### src/rtl/l2_read_arbiter.sv
// l2_read_arbiter: shares one L2 read request/response port among icache refill,
// dcache miss-read and dcache uncached-read. Requests are round-robin arbitrated into a
// one-entry registered slot and tagged with a 2-bit source ID; responses are routed back
// combinationally by that tag. Per-source outstanding limits gate eligibility.
module l2_read_arbiter #(
  parameter int unsigned ADDR_W    = 40,
  parameter int unsigned DATA_W    = 128,
  parameter int unsigned DC_ID_W   = 4,
  parameter int unsigned MAX_OUTST = 4
) (
  input  logic                 clk_i,
  input  logic                 rstn_i,
  // icache refill
  input  logic                 ic_req_valid_i,
  input  logic [ADDR_W-1:0]    ic_req_addr_i,
  output logic                 ic_resp_valid_o,
  output logic [DATA_W-1:0]    ic_resp_data_o,
  // dcache miss-read
  input  logic                 mr_req_valid_i,
  output logic                 mr_req_ready_o,
  input  logic [ADDR_W-1:0]    mr_req_addr_i,
  input  logic [7:0]           mr_req_len_i,
  input  logic [2:0]           mr_req_size_i,
  input  logic [DC_ID_W-1:0]   mr_req_id_i,
  output logic                 mr_resp_valid_o,
  input  logic                 mr_resp_ready_i,
  output logic [DATA_W-1:0]    mr_resp_data_o,
  output logic [DC_ID_W-1:0]   mr_resp_id_o,
  output logic                 mr_resp_last_o,
  // dcache uncached-read
  input  logic                 uc_req_valid_i,
  output logic                 uc_req_ready_o,
  input  logic [ADDR_W-1:0]    uc_req_addr_i,
  input  logic [7:0]           uc_req_len_i,
  input  logic [2:0]           uc_req_size_i,
  input  logic [DC_ID_W-1:0]   uc_req_id_i,
  output logic                 uc_resp_valid_o,
  input  logic                 uc_resp_ready_i,
  output logic [DATA_W-1:0]    uc_resp_data_o,
  output logic [DC_ID_W-1:0]   uc_resp_id_o,
  output logic                 uc_resp_last_o,
  // downstream L2 port
  output logic                 req_valid_o,
  input  logic                 req_ready_i,
  output logic [ADDR_W-1:0]    req_addr_o,
  output logic [7:0]           req_len_o,
  output logic [2:0]           req_size_o,
  output logic [DC_ID_W+1:0]   req_id_o,
  input  logic                 resp_valid_i,
  output logic                 resp_ready_o,
  input  logic [DATA_W-1:0]    resp_data_i,
  input  logic [DC_ID_W+1:0]   resp_id_i,
  input  logic                 resp_last_i,
  // sticky errors
  output logic                 err_ic_overrun_o,
  output logic                 err_bad_id_o
);

  localparam int unsigned CntW   = $clog2(MAX_OUTST + 1);
  localparam int unsigned IdW    = DC_ID_W + 2;
  localparam logic [2:0]  IcSize = 3'($clog2(DATA_W / 8));
  localparam logic [1:0]  TagIc  = 2'b00;
  localparam logic [1:0]  TagMr  = 2'b01;
  localparam logic [1:0]  TagUc  = 2'b10;
  localparam logic [1:0]  TagBad = 2'b11;

  function automatic logic [CntW-1:0] cnt_next(input logic [CntW-1:0] cnt, input logic inc,
                                               input logic dec);
    logic [CntW-1:0] res;
    res = cnt;
    if (inc && !dec) begin
      res = cnt + CntW'(1);
    end else if (dec && !inc && (cnt != '0)) begin
      res = cnt - CntW'(1);
    end
    return res;
  endfunction

  // active_q holds response/handshake outputs at zero while in reset and until the first
  // clock edge after release.
  logic                active_q;
  logic                ic_pend_q, ic_pend_d;
  logic [ADDR_W-1:0]   ic_addr_q, ic_addr_d;
  logic                ic_outst_q, ic_outst_d;
  logic [CntW-1:0]     mr_outst_q, mr_outst_d, uc_outst_q, uc_outst_d;
  logic [1:0]          prio_q, prio_d;
  logic                slot_valid_q, slot_valid_d;
  logic [ADDR_W-1:0]   slot_addr_q, slot_addr_d;
  logic [7:0]          slot_len_q, slot_len_d;
  logic [2:0]          slot_size_q, slot_size_d;
  logic [IdW-1:0]      slot_id_q, slot_id_d;
  logic                err_ov_q, err_ov_d, err_bad_q, err_bad_d;

  logic [2:0] elig;
  logic [1:0] win, idx;
  logic       any_elig, slot_free, grant, grant_ic, grant_mr, grant_uc, ic_busy;
  logic [1:0] resp_tag;
  logic       resp_hs, ic_dec, mr_dec, uc_dec;

  assign slot_free = !slot_valid_q || req_ready_i;
  assign ic_busy   = ic_pend_q || ic_outst_q;
  assign elig[0]   = ic_pend_q && !ic_outst_q;
  assign elig[1]   = mr_req_valid_i && (mr_outst_q < CntW'(MAX_OUTST));
  assign elig[2]   = uc_req_valid_i && (uc_outst_q < CntW'(MAX_OUTST));

  // Round-robin pick: smallest offset from prio_q wins, so scan from the far end down.
  always_comb begin
    win      = TagIc;
    idx      = 2'd0;
    any_elig = 1'b0;
    for (int k = 2; k >= 0; k--) begin
      idx = 2'((int'(prio_q) + k) % 3);
      if (elig[idx]) begin
        win      = idx;
        any_elig = 1'b1;
      end
    end
  end

  assign grant          = active_q && slot_free && any_elig;
  assign grant_ic       = grant && (win == TagIc);
  assign grant_mr       = grant && (win == TagMr);
  assign grant_uc       = grant && (win == TagUc);
  assign mr_req_ready_o = grant_mr;
  assign uc_req_ready_o = grant_uc;

  assign resp_tag = resp_id_i[IdW-1:DC_ID_W];

  // Route the downstream response to its source by tag; bad tags are sunk.
  always_comb begin
    ic_resp_valid_o = 1'b0;
    mr_resp_valid_o = 1'b0;
    uc_resp_valid_o = 1'b0;
    resp_ready_o    = 1'b0;
    if (active_q) begin
      unique case (resp_tag)
        TagIc: begin
          ic_resp_valid_o = resp_valid_i;
          resp_ready_o    = 1'b1;
        end
        TagMr: begin
          mr_resp_valid_o = resp_valid_i;
          resp_ready_o    = mr_resp_ready_i;
        end
        TagUc: begin
          uc_resp_valid_o = resp_valid_i;
          resp_ready_o    = uc_resp_ready_i;
        end
        default: resp_ready_o = 1'b1;
      endcase
    end
  end

  assign ic_resp_data_o = active_q ? resp_data_i : '0;
  assign mr_resp_data_o = active_q ? resp_data_i : '0;
  assign uc_resp_data_o = active_q ? resp_data_i : '0;
  assign mr_resp_id_o   = active_q ? resp_id_i[DC_ID_W-1:0] : '0;
  assign uc_resp_id_o   = active_q ? resp_id_i[DC_ID_W-1:0] : '0;
  assign mr_resp_last_o = active_q && resp_last_i;
  assign uc_resp_last_o = active_q && resp_last_i;

  assign resp_hs = resp_valid_i && resp_ready_o;
  assign ic_dec  = resp_hs && resp_last_i && (resp_tag == TagIc);
  assign mr_dec  = resp_hs && resp_last_i && (resp_tag == TagMr);
  assign uc_dec  = resp_hs && resp_last_i && (resp_tag == TagUc);

  // Icache capture register and sticky error flags.
  always_comb begin
    ic_pend_d = ic_pend_q;
    ic_addr_d = ic_addr_q;
    err_ov_d  = err_ov_q;
    err_bad_d = err_bad_q | (resp_hs && (resp_tag == TagBad));
    if (grant_ic) begin
      ic_pend_d = 1'b0;
    end
    // A pulse is judged against the pre-grant state, so one landing on the clearing grant
    // is still an overrun.
    if (ic_req_valid_i) begin
      if (ic_busy) begin
        err_ov_d = 1'b1;
      end else begin
        ic_pend_d = 1'b1;
        ic_addr_d = ic_req_addr_i;
      end
    end
  end

  // Outstanding counters: up on grant, down on last-beat response handshake.
  always_comb begin
    ic_outst_d = ic_outst_q;
    if (grant_ic && !ic_dec) begin
      ic_outst_d = 1'b1;
    end else if (ic_dec && !grant_ic) begin
      ic_outst_d = 1'b0;
    end
    mr_outst_d = cnt_next(mr_outst_q, grant_mr, mr_dec);
    uc_outst_d = cnt_next(uc_outst_q, grant_uc, uc_dec);
  end

  // Request slot load/drain and round-robin pointer advance.
  always_comb begin
    slot_valid_d = slot_valid_q;
    slot_addr_d  = slot_addr_q;
    slot_len_d   = slot_len_q;
    slot_size_d  = slot_size_q;
    slot_id_d    = slot_id_q;
    prio_d       = prio_q;
    if (grant) begin
      slot_valid_d = 1'b1;
      prio_d       = (win == 2'd2) ? 2'd0 : win + 2'd1;
      unique case (win)
        TagMr: begin
          slot_addr_d = mr_req_addr_i;
          slot_len_d  = mr_req_len_i;
          slot_size_d = mr_req_size_i;
          slot_id_d   = {TagMr, mr_req_id_i};
        end
        TagUc: begin
          slot_addr_d = uc_req_addr_i;
          slot_len_d  = uc_req_len_i;
          slot_size_d = uc_req_size_i;
          slot_id_d   = {TagUc, uc_req_id_i};
        end
        default: begin
          slot_addr_d = ic_addr_q;
          slot_len_d  = 8'd0;
          slot_size_d = IcSize;
          slot_id_d   = {TagIc, {DC_ID_W{1'b0}}};
        end
      endcase
    end else if (req_ready_i) begin
      slot_valid_d = 1'b0;
    end
  end

  assign req_valid_o      = slot_valid_q;
  assign req_addr_o       = slot_addr_q;
  assign req_len_o        = slot_len_q;
  assign req_size_o       = slot_size_q;
  assign req_id_o         = slot_id_q;
  assign err_ic_overrun_o = err_ov_q;
  assign err_bad_id_o     = err_bad_q;

  // State registers.
  always_ff @(posedge clk_i or negedge rstn_i) begin
    if (!rstn_i) begin
      active_q     <= 1'b0;
      ic_pend_q    <= 1'b0;
      ic_addr_q    <= '0;
      ic_outst_q   <= 1'b0;
      mr_outst_q   <= '0;
      uc_outst_q   <= '0;
      prio_q       <= TagIc;
      slot_valid_q <= 1'b0;
      slot_addr_q  <= '0;
      slot_len_q   <= '0;
      slot_size_q  <= '0;
      slot_id_q    <= '0;
      err_ov_q     <= 1'b0;
      err_bad_q    <= 1'b0;
    end else begin
      active_q     <= 1'b1;
      ic_pend_q    <= ic_pend_d;
      ic_addr_q    <= ic_addr_d;
      ic_outst_q   <= ic_outst_d;
      mr_outst_q   <= mr_outst_d;
      uc_outst_q   <= uc_outst_d;
      prio_q       <= prio_d;
      slot_valid_q <= slot_valid_d;
      slot_addr_q  <= slot_addr_d;
      slot_len_q   <= slot_len_d;
      slot_size_q  <= slot_size_d;
      slot_id_q    <= slot_id_d;
      err_ov_q     <= err_ov_d;
      err_bad_q    <= err_bad_d;
    end
  end

endmodule
### config.mk
export PLATFORM = sky130hd
export DESIGN_NAME = l2_read_arbiter
export DESIGN_NICKNAME = d
export VERILOG_FILES = /design/src/rtl/l2_read_arbiter.sv
export SDC_FILE = /design/constraint.sdc
export NUM_CORES = 1
export LEC_CHECK = 0
export ABC_AREA = 1
export CAP_MARGIN = 20
export CORE_AREA = 3 3 291 293
export CTS_BUF_LIST = sky130_fd_sc_hd__clkbuf_4
export DETAILED_ROUTE_END_ITERATION = 7
export DIE_AREA = 0 0 294 296
export DONT_BUFFER_PORTS = 1
export PLACE_DENSITY = 0.3
export SLEW_MARGIN = 5
export SYNTH_ARGS = -nofsm -noshare
export SYNTH_HDL_FRONTEND = slang
export SYNTH_SLANG_ARGS = --single-unit
### constraint.sdc
create_clock -name clk_i -period 4 [get_ports clk_i]
set_input_delay 0.8 -clock clk_i [delete_from_list [all_inputs] [get_ports clk_i]]
set_output_delay 0.8 -clock clk_i [all_outputs]
set_load 0.005 [all_outputs]
; Word-level counts from Yosys, hierarchy flattened
; Cells that the tools add are included.
[op_classes]
reduce_logical = 43
magnitude_cmp = 5
div_mod_pow = 3
muxes = 38
n_eq_ne = 5
bitwise_logic = 2
add_sub_neg = 7
[ops]
columns = op, n
row1 = 128-bit 2-to-1 mux, 1
row2 = 40-bit one-hot mux with 2 select lines, 1
row3 = 32-bit by 3-bit remainder unit with 32-bit output (second input constant), 2
row4 = 3-bit by 3-bit remainder unit with 32-bit output (second input constant), 1
row5 = 1-bit logical AND, 23
row6 = 1-bit 2-to-1 mux, 20
row7 = 8-bit one-hot mux with 2 select lines, 1
row8 = 3-bit 2-to-1 mux, 4
row9 = 6-bit one-hot mux with 2 select lines, 1
row10 = 2-bit by 3-bit less-than comparator with 1-bit output (second input constant), 3
row11 = 1-bit zero test, 8
row12 = 2-bit 2-to-1 mux, 4
row13 = 2-bit nonzero test, 4
row14 = 3-bit by 1-bit adder with 3-bit output (second input constant), 2
row15 = 1-bit binary-select mux with 2-bit select, 3
row16 = 2-bit equality test (second input constant), 3
row17 = 3-bit less-than comparator (second input constant), 2
row18 = 3-bit one-hot mux with 2 select lines, 1
row19 = 3-bit nonzero test, 2
row20 = 3-bit by 1-bit subtractor with 3-bit output (second input constant), 2
row21 = 2-bit by 1-bit equality test with 1-bit output (second input constant), 2
row22 = 2-bit zero test, 2
row23 = 4-bit 2-to-1 mux, 1
row24 = 2-bit AND reduction, 2
row25 = 7 further kinds, 8
[word_totals]
ff_bits = 111
word_cells = 117
out_inout_bits = 460
input_bits = 294

; Logic depth before layout (Yosys ltp)
[logic_depth]
depth_word = 14
mapped_depth = 19
mapped_depth_nobuf = 18

; Worst setup path after synthesis
; OpenSTA, ideal clock, no wires.
[synth_path]
path_kind = in2out
from = input uc_req_valid_i
to = output mr_req_ready_o
stages = 11
setup_slack_ns = 1.036
path_buffers = 1
required_ns = 3.200
arrival_time_ns = 2.164
path_cell_list = nand2_1 > nor2_1 > a21oi_4 > nor3b_1 > o21ai_0 > o21ai_0 > inv_1 > ha_1 > buf_2 > nand3_1 > inv_1
[synth_between]
elab_chain_len = 8
elab_cells_between_ends = 16
classes_between = eq/ne: 1 / mux: 12 / reduce/logical: 3
[synth_lines]
columns = item, line
row1 = from (decl), 31  ; input logic uc_req_valid_i,
row2 = 1-bit logical AND (*), 104  ; assign elig[2] = uc_req_valid_i && (uc_outst_q < CntW'(MAX_OUTST));
row3 = 1-bit binary-select mux with 2-bit select, 113  ; if (elig[idx]) begin
row4 = 1-bit 2-to-1 mux (implied by the code), 113
row5 = 2-bit 2-to-1 mux or 1-bit 2-to-1 mux (tied branches) (3 in series), 113
row6 = 2-bit by 1-bit equality test with 1-bit output or 1-bit logical AND (tied branches), "122, 120"
row7 = 1-bit logical AND (*), 122  ; assign grant_mr = grant && (win == TagMr);
row8 = to (decl), 20  ; output logic mr_req_ready_o,
; Mark *: on every way between the ends. The rest lies on a longest branch, timed or not. The select of a mux whose other input is x is not followed.

; Final worst setup path
[layout_path]
from = register prio_q[1]
to = output mr_req_ready_o
[layout_between]
elab_chain_len = 9
elab_cells_between_ends = 20
classes_between = add/sub: 2 / div: 3 / eq/ne: 1 / mux: 12 / reduce/logical: 2
[layout_lines]
columns = item, line
row1 = from (decl), 86  ; logic [1:0] prio_q, prio_d;
row2 = from (signal assigned), 253  ; prio_q <= TagIc;
row3 = from (signal assigned), 268  ; prio_q <= prio_d;
row4 = 2-bit by 2-bit adder with 3-bit output, 112  ; idx = 2'((int'(prio_q) + k) % 3);
row5 = 32-bit by 3-bit remainder unit with 32-bit output, 112
row6 = 1-bit binary-select mux with 2-bit select, 113
row7 = 1-bit 2-to-1 mux (implied by the code), 113
row8 = 2-bit 2-to-1 mux or 1-bit 2-to-1 mux (tied branches) (3 in series), 113
row9 = 2-bit by 1-bit equality test with 1-bit output or 1-bit logical AND (tied branches), "122, 120"
row10 = 1-bit logical AND (*), 122
; Marked as above.

==> results_dict.tcl <==
set metrics [dict create \
    syn_nets 1482 \
    crit_path_end_kind "output port" \
    crit_fanout 5 \
    ios 754 \
    syn-cell-area_um2 8800 \
    hold_viol_final 0 \
    gr-total-overflow 0 \
    dieArea_um2 87000 \
    crit_path_frequent_cell "inv_1" \
    vias 6257 \
    grt_max_degree 136 \
    cts.sinks 110 \
    clk_latency_ns 0.60 \
    synth_top_flop_cell "dfrtp_1" \
    portBuffers 0 \
    avgSynthCellArea_um2 7.51 \
    critPathSlowestCell "dfrtp_1" \
    ctsRootBufferMaster "clkbuf_4" \
    slew_viol_final 0 \
    cp.required_ns 3.20 \
    layout-drive-gt1-share_pct 14.0 \
    netlist.area_leader.share_pct 31.3 \
    path_class "reg2out" \
    synth-seq-cells 110 \
    antenna_left 0 \
    routedWlPerCell_um 25.0 \
    core_area_um2 82100 \
    dieHeight_um 296 \
    worst_ep_arrival_time_ns 2.94 \
    drtIter0Drc 329 \
    grt_pass1_vias 5860 \
    critPathMaxStageDelay_ns 0.39 \
    place_hpwl_um 41900 \
    synth-warning-count 0 \
    timing.final.crit_period_ns 3.74 \
    die_x_um 294 \
    synthArstFlopShare_pct 100 \
    clock_path_buffers 2 \
    synth_area_leader_cell "dfrtp_1" \
    place.gp.congestion 0.777 \
    fmax_mhz 267 \
    crit_chain "inv_1, ha_1, inv_2, nand2_1, nor2_2, a21oi_4, nor3b_1, o21ai_0, o21ai_0, inv_1, ha_2, nand3_1, inv_1" \
    critPathTopFamily "adder cells" \
    leakage_nw 4.01 \
    start_kind "flop" \
    hp-class "in2async" \
    fin_cells 1962 \
    first_pass_iters 5 \
    yosysMostFrequentCell "nand2_1" \
    cts_tree "done" \
    fin_skew_ns 0.0474 \
    antenna_found_initial 5 \
    total_power_mw 8.05 \
    post-route-drc-count 0 \
    min_period_over_period_pct 93.5 \
    synthCells 1172 \
    finalSetupTns_ns 0 \
    synth_area_leaders "dfrtp_1 31%, buf_4 22%, nand2_1 14%" \
    track_usage_pct 10.4 \
    cts.htree.levels 3 \
    row_count 105 \
    status "finished, final reports clean" \
    grt_pass1_wl_um 60400 \
    wl_um 49000 \
    cts_buffers 9 \
    final-setup-viol-count 0 \
    viasPerCell 3.19 \
    syn_to_final_growth_pct -7.35 \
    crit_buf_inv 4 \
    setup_ws_ns 0.259 \
    synth_common_cells "321 x nand2_1, 262 x buf_4, 161 x inv_1" \
    slew-limit-headroom_pct 48.8 \
    vdd_drop_max_mv 0.619 \
    initial_core_util_pct 10.7 \
    path_clk_slew_ns 0.21 \
    max_cap_violations 0 \
    yosysSeqAreaShare_pct 31.3 \
    utilization_pct 9.93 \
    nets 1193 \
    numPlacedInstances 1938 \
    ys_types 40 \
    synth_edf_count 0 \
    cellPowerDensity_nw_per_um2 988 \
    place_worst_setup_slack_ns 0.555 \
    worst_pin_slew_ns 0.768 \
]
[where the power goes]
part | leakage, nW | total [mW] | internal [mW] | switching (mW)
combinational | 2.58 | 5.43 | 1.88 | 3.55
sequential | 1.35 | 2.01 | 1.62 | 0.384
clock | 0.0699 | 0.611 | 0.146 | 0.465
[flip-flops by register name, indices dropped and copies added, names as in the netlist]
signal and cells:
active_q 1, err_bad_id_o 1, err_ic_overrun_o 1, ic_addr_q 40, ic_outst_q 1, ic_pend_q 1
mr_outst_q 3, prio_q 2, req_addr_o 40, req_id_o 5, req_len_o 8, req_size_o 3
req_valid_o 1, uc_outst_q 3
[per-stage QoR]
stage               cell area (µm²)  hold WS [ns]
floorplan                      8800         0.463
global placement               7960         0.485
detailed placement             7960         0.488
CTS                            8120        0.0682
global route                   8150         0.100
finish                         8150         0.157
[area by class of cell]
type | instances | area (µm²)
timing repair buffer | 15 | 158
tap | 1070 | 1340
clock inverter | 6 | 53.8
fill | 9521 | 74000
sequential | 110 | 2760
inverter | 165 | 624
antenna | 4 | 10.0
clock buffer | 10 | 75.1
multi-input combinational | 582 | 3140
[path summary, 6_finish.rpt]
path / start / endpoint / slack (ns) / cells past startpoint
hold / removal: rstn_i / ic_addr_q[4] / 0.16 / 1
setup / recovery: prio_q[1] / mr_req_ready_o / 0.26 / 13
setup reg to reg: prio_q[1] / req_addr_o[35] / 0.57 / 16
hold reg to reg: ic_addr_q[38] / ic_addr_q[38] / 0.52 / 1
min in group clk_i: req_ready_i / req_valid_o / 0.25 / 1
max in group asynchronous: rstn_i / active_q / 3.37 / 1
[what timing repair did]
action / in CTS / in global routing
buffers inserted: 0 / 3
hold endpoints to repair: 110 / 0
hold buffers: 1 / 0
setup endpoints to repair: 0 / 2
gates resized for setup: 0 / 1
[routing by layer]
metal | vias to the layer above | wire length (µm) | track usage, %
met1 | 3021 | 16900 | 10.8
li1 | 2746 | - | -
met3 | 50 | 8900 | 8.38
met5 | - | 0 | 0
met2 | 440 | 22100 | 16.0
met4 | 0 | 1160 | 3.26
[layout by cell type, fill, tap and decap left out, drive strengths merged]
cell,instances
a31oi,1
a22oi,1
inv,169
fa,2
nor3,2
a31o,1
nor3b,1
nand3,52
o21a,1
conb,1
buf,15
o21bai,1
mux2,40
o21ai,102
nand4,3
clkinvlp,1
a22o,14
and3,1
clkbuf,10
a21boi,1
nand2,329
a21oi,2
nor2,13
clkinv,1
diode,4
ha,14
dfrtp,110
[worst reg2reg max path, stage by stage (launching register included)]
cell and delay [ns]:
dfrtp_1 0.42, buf_4 0.17, ha_1 0.27, inv_1 0.11, nand2_1 0.06, nand3_1 0.10
nand2_2 0.09, nor3b_1 0.19, o21ai_0 0.11, o21ai_0 0.17, inv_1 0.16, buf_4 0.17
ha_4 0.56, buf_12 0.32, nand3_1 0.15, o21ai_0 0.20, o21ai_2 0.10
[logic make-up after synthesis]
kind of cell,Yosys count,share of synthesized area [%]
compound gates,124,9.23
fa+ha+maj,16,2.45
buf+inv,480,33.3
flops,110,31.3
mux,40,5.12
other cells,1,0.0426
simple gates,401,18.5
(Power assumes the default switching activity.)
